--- config.mk ---
export PLATFORM = sky130hd
export DESIGN_NAME = fetch_stage
export DESIGN_NICKNAME = d
export VERILOG_FILES = /design/src/rtl/fetch_stage.sv
export SDC_FILE = /design/constraint.sdc
export NUM_CORES = 1
export LEC_CHECK = 0
export CAP_MARGIN = 20
export CORE_UTILIZATION = 47
export CTS_CLUSTER_SIZE = 8
export DETAILED_ROUTE_END_ITERATION = 8
export PLACE_DENSITY = 0.9
export SYNTH_ARGS = -nofsm -noshare
export SYNTH_HDL_FRONTEND = slang
export SYNTH_SLANG_ARGS = --single-unit
export TNS_END_PERCENT = 1
--- constraint.sdc ---
create_clock -name CLK -period 6.6 [get_ports CLK]
set_input_delay 1.32 -clock CLK [delete_from_list [all_inputs] [get_ports CLK]]
set_output_delay 1.32 -clock CLK [all_outputs]
set_load 0.02 [all_outputs]
--- src/rtl/fetch_stage.sv ---
// Instruction-fetch stage: owns the PC, handshakes with the icache and drives the IF/ID register.
// Optional `FETCH_SKID_EN` adds a one-entry skid so a word returned during a decode stall is kept.
module fetch_stage #(
  parameter logic [31:0] PC_INIT  = 32'h0000_0000,
  parameter logic [31:0] NOP_WORD = 32'h0000_0000
) (
  input  logic        CLK,
  input  logic        RST,
  input  logic        ihit,
  input  logic [31:0] imemload,
  output logic        imemREN,
  output logic [31:0] imemaddr,
  input  logic        stall_i,
  input  logic        redirect_i,
  input  logic [31:0] redirect_addr_i,
  input  logic        halt_i,
  output logic [31:0] instr_o,
  output logic [31:0] npc_o,
  output logic        valid_o
);

  typedef enum logic [1:0] {
    FETCH  = 2'd0,
    HOLD   = 2'd1,
    HALTED = 2'd2
  } state_e;

  typedef struct packed {
    logic [31:0] instr;
    logic [31:0] npc;
    logic        valid;
  } ifid_t;

  localparam ifid_t BUBBLE = '{instr: NOP_WORD, npc: 32'h0, valid: 1'b0};

  state_e      state_q, state_d;
  logic [31:0] pc_q, pc_d;
  ifid_t       ifid_q, ifid_d;
  logic [31:0] pc_plus4;

  assign pc_plus4 = pc_q + 32'd4;

`ifdef FETCH_SKID_EN
  ifid_t skid_q, skid_d;
`endif

  // Both outputs come straight from registers: no input-to-output path.
  assign imemaddr = pc_q;
  assign imemREN  = (state_q == FETCH);
  assign instr_o  = ifid_q.instr;
  assign npc_o    = ifid_q.npc;
  assign valid_o  = ifid_q.valid;

  always_comb begin
    // NOTE: every next-state variable gets a hold default first so no path leaves it unassigned (no latch).
    state_d = state_q;
    pc_d    = pc_q;
    ifid_d  = ifid_q;
`ifdef FETCH_SKID_EN
    skid_d  = skid_q;
`endif

    if (state_q == HALTED) begin
      state_d = HALTED;
    end else if (halt_i) begin
      state_d = HALTED;
      ifid_d  = BUBBLE;
`ifdef FETCH_SKID_EN
      skid_d  = BUBBLE;
`endif
    end else if (redirect_i) begin
      // The stalled/fetched instruction is younger than the branch, so it is flushed.
      state_d = FETCH;
      pc_d    = {redirect_addr_i[31:2], 2'b00};
      ifid_d  = BUBBLE;
`ifdef FETCH_SKID_EN
      skid_d  = BUBBLE;
`endif
    end else begin
      case (state_q)
        FETCH: begin
          if (!stall_i) begin
            if (ihit) begin
              ifid_d = '{instr: imemload, npc: pc_plus4, valid: 1'b1};
              pc_d   = pc_plus4;
            end else begin
              ifid_d = BUBBLE;
            end
          end
`ifdef FETCH_SKID_EN
          else if (ihit) begin
            skid_d  = '{instr: imemload, npc: pc_plus4, valid: 1'b1};
            pc_d    = pc_plus4;
            state_d = HOLD;
          end
`endif
        end
        HOLD: begin
`ifdef FETCH_SKID_EN
          if (!stall_i) begin
            ifid_d  = skid_q;
            skid_d  = BUBBLE;
            state_d = FETCH;
          end
`else
          state_d = FETCH;
`endif
        end
        default: state_d = FETCH;
      endcase
    end
  end

  // NOTE: sequential state uses non-blocking assignments so every register samples pre-edge values.
  always_ff @(posedge CLK) begin
    if (RST) begin
      state_q <= FETCH;
      pc_q    <= PC_INIT;
      ifid_q  <= BUBBLE;
`ifdef FETCH_SKID_EN
      skid_q  <= BUBBLE;
`endif
    end else begin
      state_q <= state_d;
      pc_q    <= pc_d;
      ifid_q  <= ifid_d;
`ifdef FETCH_SKID_EN
      skid_q  <= skid_d;
`endif
    end
  end

endmodule

==> tab_implementation.tex, run 1 <==
\begin{tabular}{lr}
\hline
Metric & Value \\
\hline
\multicolumn{2}{l}{\textbf{Clock tree}} \\
Number of CTS-inserted buffers & 9 \\
Library cell used as clock root buffer & clkbuf\_8 \\
Post-CTS repair timing setup buffer count & 0 \\
Hold buffer count at cts & 0 \\
Buffers from clock root to sink, at most & 2 \\
CTS H-Tree Depth & 3 \\
Clock sink count & 95 \\
Worst-skew pair later-pin latency & 0.35 ns \\
CTS tree & done \\
Post-CTS Resized & 0 \\
Clock-pin slew reported for the worst setup and hold paths after clock tree synthesis & 0.10 ns \\
\multicolumn{2}{l}{\textbf{Power}} \\
Power per standard cell area & 195 mW/mm2 \\
Worst IR drop on VDD & 0.153 mV \\
Clock power frac & 0.360 \\
Total leakage power & 2.08 nW \\
Net switching power & 0.309 mW \\
Sequential share of power & 0.504 \\
Combinational share of power & 0.136 \\
Internal Pwr Total & 0.893 mW \\
Net Sw Frac & 0.257 \\
\multicolumn{2}{l}{\textbf{Floorplanning}} \\
Starting density of the core & 0.492 \\
DIE WIDTH & 98.0 um \\
Overall die area & 0.00961 mm2 \\
Row Count & 34 \\
Chip Height & 98.0 um \\
Top-Level Pins & 168 \\
Total core area & 0.00881 mm2 \\
\multicolumn{2}{l}{\textbf{Layout}} \\
Number of nets in the finished design & 728 \\
Post-route insts no fill & 770 \\
Number of inserted diodes & 0 \\
Area delta synth->final & 42.4\% \\
Most common cell after layout, fill and taps aside & clkdlybuf4s50\_1 \\
Share of layout cells above drive strength 1 & 0.0393 \\
Leading cell types in the layout, fill and taps excluded & 161 x clkdlybuf4s50\_1, 95 x dfxtp\_1, 67 x nor2\_1 \\
Total of fill cells in the finished design & 662 \\
Area occupied by multi-input gates & 0.00222 mm2 \\
Sequential Area & 0.00190 mm2 \\
\multicolumn{2}{l}{\textbf{Synthesis}} \\
Synth warn & 0 \\
Count of distinct cell types in the synthesized netlist & 48 \\
Yosys reg bits & 95 \\
Sequential element share of the synthesized area & 0.439 \\
Synth Instances & 525 \\
Cell area after synthesis & 0.00433 mm2 \\
Post-synthesis async set-or-reset flop share & 0 \\
Number of enable-type register cells in the synthesized netlist & 0 \\
Mean instance size in the synthesized netlist & 8.25 um2 \\
Synth Flop Type & dfxtp\_1 \\
\multicolumn{2}{l}{\textbf{STA}} \\
Final critical path time including I/O delays and setup & 3.72 ns \\
Maximum clock rate & 269 MHz \\
Setup TNS & 0 ns \\
Number of endpoints with negative hold slack in the final report & 0 \\
\# setup viols final & 0 \\
Setup repair after global routing missed its margin & no \\
Post-Route Hold Slack & 0.469 ns \\
Worst-Margin Slew & 1.10 ns \\
Relative slew slack & 0.263 \\
Final max-slew violation count & 0 \\
Final worst clock skew & 0.0152 ns \\
Post-route fraction of the period consumed by the critical path & 0.564 \\
\multicolumn{2}{l}{\textbf{Critical path}} \\
Critical path startpoint category & input pin \\
Endpoint of the most critical register-to-register path & imemaddr[31] \\
Total buffers and inverters traversed by the critical path & 1 \\
Startpoint of the worst-slack reg-to-reg timing path & imemaddr[7] \\
Data required time of the worst path & 6.89 ns \\
Cell Chain, Critical Path & clkdlybuf4s50\_1 -> nor2\_1 -> nand3\_1 -> nor3\_1 -> a311o\_1 \\
Max stage delay cell, worst path & nor2\_1 \\
Crit path max fanout & 21 \\
Crit path depth & 5 \\
Data arrival, critical path & 4.01 ns \\
Source of the critical timing path & halt\_i \\
Number of cells on the worst reg-to-reg path & 5 \\
Kind of cell adding the most delay to the critical path & simple AND/OR/NAND/NOR gates \\
Worst setup EP type & register \\
Path type of the worst setup path & in2reg \\
Crit-path max cell delay & 0.85 ns \\
Last element of the critical path & imemaddr[27] \\
Worst reg2reg setup slack & 3.96 ns \\
\multicolumn{2}{l}{\textbf{Placed design}} \\
HPWL after detailed placement & 9.06 mm \\
Number of placed instances, taps included & 754 \\
Last weighted congestion value of the routability-driven placer & 0.865 \\
Port Buf Inserts & 163 \\
\multicolumn{2}{l}{\textbf{GRT}} \\
Vias in the first global route & 4,309 \\
Maximum number of pins on one net before global-route repair & 72 \\
Number of antenna violations at the first check in global routing & 0 \\
Overflow left after global routing & 0 \\
Global-route usage over all layers & 0.265 \\
Wire length of the first global-routing pass & 20.6 mm \\
\multicolumn{2}{l}{\textbf{Run status}} \\
Violations in the final reports & DRC \\
Status & finished with violations \\
\multicolumn{2}{l}{\textbf{Min path}} \\
Worst hold path class & reg2reg \\
\multicolumn{2}{l}{\textbf{Job}} \\
Max capacitance violation total & 0 \\
\multicolumn{2}{l}{\textbf{Routing}} \\
Final wirelength & 13.1 mm \\
Starting DRT DRC Count & 354 \\
Post-detailed-route count of antenna-violating nets & 0 \\
Vias post-DR & 4,616 \\
Average detailed-routed wire length per instance & 17.0 um \\
Average via count per standard cell & 5.99 \\
Drc violations & 11 \\
DRT Pass-1 Iters & 8 \\
\hline
\end{tabular}
## worst min-delay path by stage
stage,from,depth (start not counted),endpoint,slack (ns)
floorplan,npc_o[11],2,npc_o[11],0.54
global placement,npc_o[31],2,npc_o[31],0.44
detailed placement,npc_o[16],2,npc_o[16],0.45
CTS,npc_o[16],2,npc_o[16],0.47
global route,npc_o[19],2,npc_o[19],0.50
finish,npc_o[18],2,npc_o[18],0.47
## synth_stat cells (2+ instances only)
master | n | area (um2)
buf_4 | 4 | 30.0
and3_1 | 10 | 62.6
nand2_1 | 52 | 195
buf_1 | 2 | 7.51
nor3_1 | 5 | 25.0
and2_1 | 4 | 25.0
o31ai_1 | 6 | 45.0
buf_2 | 4 | 20.0
or4_1 | 6 | 45.0
clkbuf_1 | 37 | 139
a31oi_1 | 12 | 75.1
nand4_1 | 6 | 37.5
nor4_1 | 6 | 37.5
a22o_1 | 3 | 26.3
o22ai_1 | 2 | 12.5
xnor2_1 | 21 | 184
and4_1 | 6 | 52.6
o21a_1 | 2 | 15.0
nor2b_1 | 2 | 12.5
or3_1 | 6 | 37.5
xor2_1 | 7 | 61.3
nand3_1 | 23 | 115
o21ai_0 | 35 | 175
o41ai_1 | 6 | 52.6
dfxtp_1 | 95 | 1900
a22oi_1 | 45 | 338
a32o_1 | 6 | 60.1
a21oi_1 | 19 | 95.1
inv_1 | 6 | 22.5
mux2i_1 | 3 | 30.0
nor2_1 | 67 | 251
## layer usage
layer | track usage | share of wire | wire [um]
met4 | 0.103 | 0.016 | 213
met2 | 0.446 | 0.48 | 6270
met5 | 0 | 0 | 0
met3 | 0.0809 | 0.11 | 1450
met1 | 0.316 | 0.39 | 5120
## power groups by stage
stage               sequential [mW]  clock (mW)  combinational [mW]
global placement              0.617           0               0.159
detailed placement            0.619           0               0.162
finish                        0.606       0.432               0.164
CTS                           0.605       0.441               0.163
floorplan                     0.627           0              0.0701
global route                  0.609       0.461               0.175
## cells by family after synthesis
kind of cell,share of synthesized area
compound gates,0.224
fa+ha+maj,0.00289
buf+inv,0.0526
xor+xnor,0.0566
flops,0.439
simple gates,0.218
other cells,0.000865
mux,0.00693
## through the flow
stage               setup slack (ns)  instance area, um2  power [mW]  utilization
floorplan                       3.85                4340       0.697            -
global placement                2.63                5940       0.776        0.675
detailed placement              2.57                5940       0.781        0.675
CTS                             2.98                6170        1.21        0.701
global route                    2.76                6170        1.25        0.701
finish                          2.88                6170        1.20        0.701
## state kept, by name, indices dropped and copies added, names as in the netlist
| signal | flops |
|---|---|
| npc_o | 31 |
| instr_o | 32 |
| valid_o | 1 |
| imemaddr | 30 |
| state_q | 1 |
## cell type report
class,instances,share of cell area
multi-input combinational,376,0.360
sequential,95,0.308
timing repair buffer,168,0.269
clock buffer,10,0.0223
tap,108,0.0219
clock inverter,6,0.0148
inverter,7,0.00426
## worst reg2reg max path, stage by stage, from the launching register on
cell     delay (ns)
dfxtp_1        0.50
and4_1         0.39
nand4_1        0.49
nor4_1         0.75
mux2i_1        0.27
o22ai_1        0.10
No activity file was read; power rests on OpenSTA's default activity.
==> run 2, diff against run 1 <==
Settings changed: CORE_UTILIZATION 47 to 44, PLACE_DENSITY 0.9 to 0.85.
Clock period 6.6 ns to 3.7 ns, I/O delays scaled along.
==> run 2 against run 1 <==
Compared with the run above: the flow now finishes without violations; sequential share of layout area fell by 0.31 points; global-route usage fell by 1.2 points; critical path depth did not move; clock skew fell by 0.0025 ns; wire length fell by 1.1%; setup slack got worse by 1.7 ns; critical endpoint is now imemaddr[22].
==> tab_implementation.tex, run 2 (same netlist as run 1, synthesis figures left out) <==
\begin{tabular}{lr}
\hline
Metric & Value \\
\hline
\multicolumn{2}{l}{\textbf{Critical path}} \\
Critical path startpoint category & input pin \\
Crit path max fanout & 23 (+9.5\%) \\
Data arrival, critical path & 2.82 ns (-1.19 ns) \\
Worst setup EP type & register \\
Data required time of the worst path & 3.95 ns (-2.94 ns) \\
Path type of the worst setup path & in2reg \\
\multicolumn{2}{l}{\textbf{Routing}} \\
Average detailed-routed wire length per instance & 16.3 um (-3.9\%) \\
Drc violations & 0 (-11) \\
Final wirelength & 12.9 mm (-1.1\%) \\
Average via count per standard cell & 5.72 (-4.5\%) \\
Vias post-DR & 4,538 (-1.7\%) \\
Post-detailed-route count of antenna-violating nets & 0 (unchanged) \\
Starting DRT DRC Count & 294 (-17\%) \\
DRT Pass-1 Iters & 5 (-3) \\
\multicolumn{2}{l}{\textbf{Layout}} \\
Share of layout cells above drive strength 1 & 0.0422 (+0.00289) \\
Sequential Area & 0.00190 mm2 (unchanged) \\
Area delta synth->final & 43.9\% \\
Area occupied by multi-input gates & 0.00222 mm2 (unchanged) \\
Number of inserted diodes & 0 (unchanged) \\
Number of flip-flops in the largest register & 32 (unchanged) \\
Most common cell after layout, fill and taps aside & clkdlybuf4s50\_1 \\
Total of fill cells in the finished design & 781 (+18\%) \\
Number of nets in the finished design & 730 (+0.27\%) \\
Leading cell types in the layout, fill and taps excluded & 161 x clkdlybuf4s50\_1, 95 x dfxtp\_1, 67 x nor2\_1 \\
\multicolumn{2}{l}{\textbf{STA}} \\
Final worst clock skew & 0.0127 ns (-0.00249 ns) \\
Worst-Margin Slew & 0.901 ns (-0.200 ns) \\
Final max-slew violation count & 0 (unchanged) \\
Maximum clock rate & 389 MHz \\
Post-route fraction of the period consumed by the critical path & 0.694 \\
Relative slew slack & 0.395 (+0.132) \\
Setup TNS & 0 ns (unchanged) \\
\# setup viols final & 0 (unchanged) \\
Final critical path time including I/O delays and setup & 2.57 ns \\
Post-route setup slack & 1.13 ns (-1.75 ns) \\
Setup repair after global routing missed its margin & no \\
Number of endpoints with negative hold slack in the final report & 0 (unchanged) \\
\multicolumn{2}{l}{\textbf{Floorplanning}} \\
Overall die area & 0.0102 mm2 (+6.7\%) \\
Row Count & 35 (+2.9\%) \\
Chip Height & 101 um (+3.3\%) \\
Top-Level Pins & 168 (unchanged) \\
Total core area & 0.00937 mm2 (+6.4\%) \\
Starting density of the core & 0.462 (-0.0297) \\
DIE WIDTH & 101 um (+3.3\%) \\
\multicolumn{2}{l}{\textbf{Clock tree}} \\
Post-CTS repair timing setup buffer count & 0 (unchanged) \\
Clock sink count & 95 (unchanged) \\
Library cell used as clock root buffer & clkbuf\_8 \\
Worst-skew pair later-pin latency & 0.36 ns (about the same) \\
Number of CTS-inserted buffers & 9 (unchanged) \\
CTS tree & done \\
Hold buffer count at cts & 0 (unchanged) \\
CTS H-Tree Depth & 3 (unchanged) \\
Buffers from clock root to sink, at most & 2 (unchanged) \\
Post-CTS Resized & 0 (unchanged) \\
Clock-pin slew reported for the worst setup and hold paths after clock tree synthesis & 0.10 ns (about the same) \\
\multicolumn{2}{l}{\textbf{GRT}} \\
Overflow left after global routing & 0 (unchanged) \\
Global-route usage over all layers & 0.252 (-0.0124) \\
Wire length of the first global-routing pass & 20.4 mm (-0.84\%) \\
Vias in the first global route & 4,248 (-1.4\%) \\
Maximum number of pins on one net before global-route repair & 71 (-1.4\%) \\
Number of antenna violations at the first check in global routing & 0 (unchanged) \\
\multicolumn{2}{l}{\textbf{Placed design}} \\
HPWL after detailed placement & 9.08 mm (+0.18\%) \\
Last weighted congestion value of the routability-driven placer & 0.909 (+5.2\%) \\
Port Buf Inserts & 163 (unchanged) \\
Pre-CTS setup slack & 0.852 ns (-1.72 ns) \\
\multicolumn{2}{l}{\textbf{Job}} \\
Max capacitance violation total & 0 (unchanged) \\
\multicolumn{2}{l}{\textbf{Power}} \\
Worst IR drop on VDD & 0.242 mV (+58\%) \\
Power per standard cell area & 356 mW/mm2 (+83\%) \\
Total leakage power & 2.09 nW (+0.69\%) \\
\multicolumn{2}{l}{\textbf{Min path}} \\
Worst hold path class & reg2reg \\
\multicolumn{2}{l}{\textbf{Run status}} \\
Status & finished clean \\
\hline
\end{tabular}
run 2: worst max-delay path: stages:
cell and delay (ns):
clkdlybuf4s50_1 0.45, nor2b_1 0.37, o21a_1 0.69, o21ai_0 0.25, a32o_1 0.32
run 2: final timing paths:
path / slack (ns) / end / cells past startpoint / start
min: 0.47 / npc_o[30] / 2 / npc_o[30]
max: 1.13 / imemaddr[22] / 5 / ihit
min reg2reg: 0.47 / npc_o[30] / 2 / npc_o[30]
max reg2reg: 1.17 / imemaddr[28] / 6 / imemaddr[2]
run 2: where the power goes:
| part | switching (mW) | total, mW | internal, mW |
|---|---|---|---|
| logic | 0.148 | 0.293 | 0.144 |
| clock network | 0.384 | 0.843 | 0.459 |
| registers | 0.0361 | 1.08 | 1.04 |
run 2: area by class of cell:
| cell class | instances | area share |
|---|---|---|
| Multi-Input combinational cell | 376 | 0.356 |
| Sequential cell | 95 | 0.305 |
| Timing Repair Buffer | 170 | 0.269 |
| Tap cell | 129 | 0.0259 |
| Clock inverter | 7 | 0.0203 |
| Clock buffer | 9 | 0.0199 |
| Inverter | 7 | 0.00421 |
run 2: metal layers:
layer  part of all wire  global-route usage  vias up  wire length [um]
met5                  0                   0        -                 0
met4              0.024               0.109        0               315
met3               0.10              0.0801       30              1330
met2               0.47               0.412      246              6130
met1               0.40               0.306     2098              5150
li1                   -                   -     2164                 -
run 2: per-stage QoR:
stage	cell area [um2]	hold slack, ns	utilization	instances	power, mW
global route	6230	0.486	0.665	793	2.30
floorplan	4340	0.536	-	526	1.24
CTS	6230	0.469	0.665	793	2.23
finish	6230	0.465	0.665	793	2.22
detailed placement	5980	0.447	0.639	777	1.39
global placement	5980	0.438	0.639	777	1.39
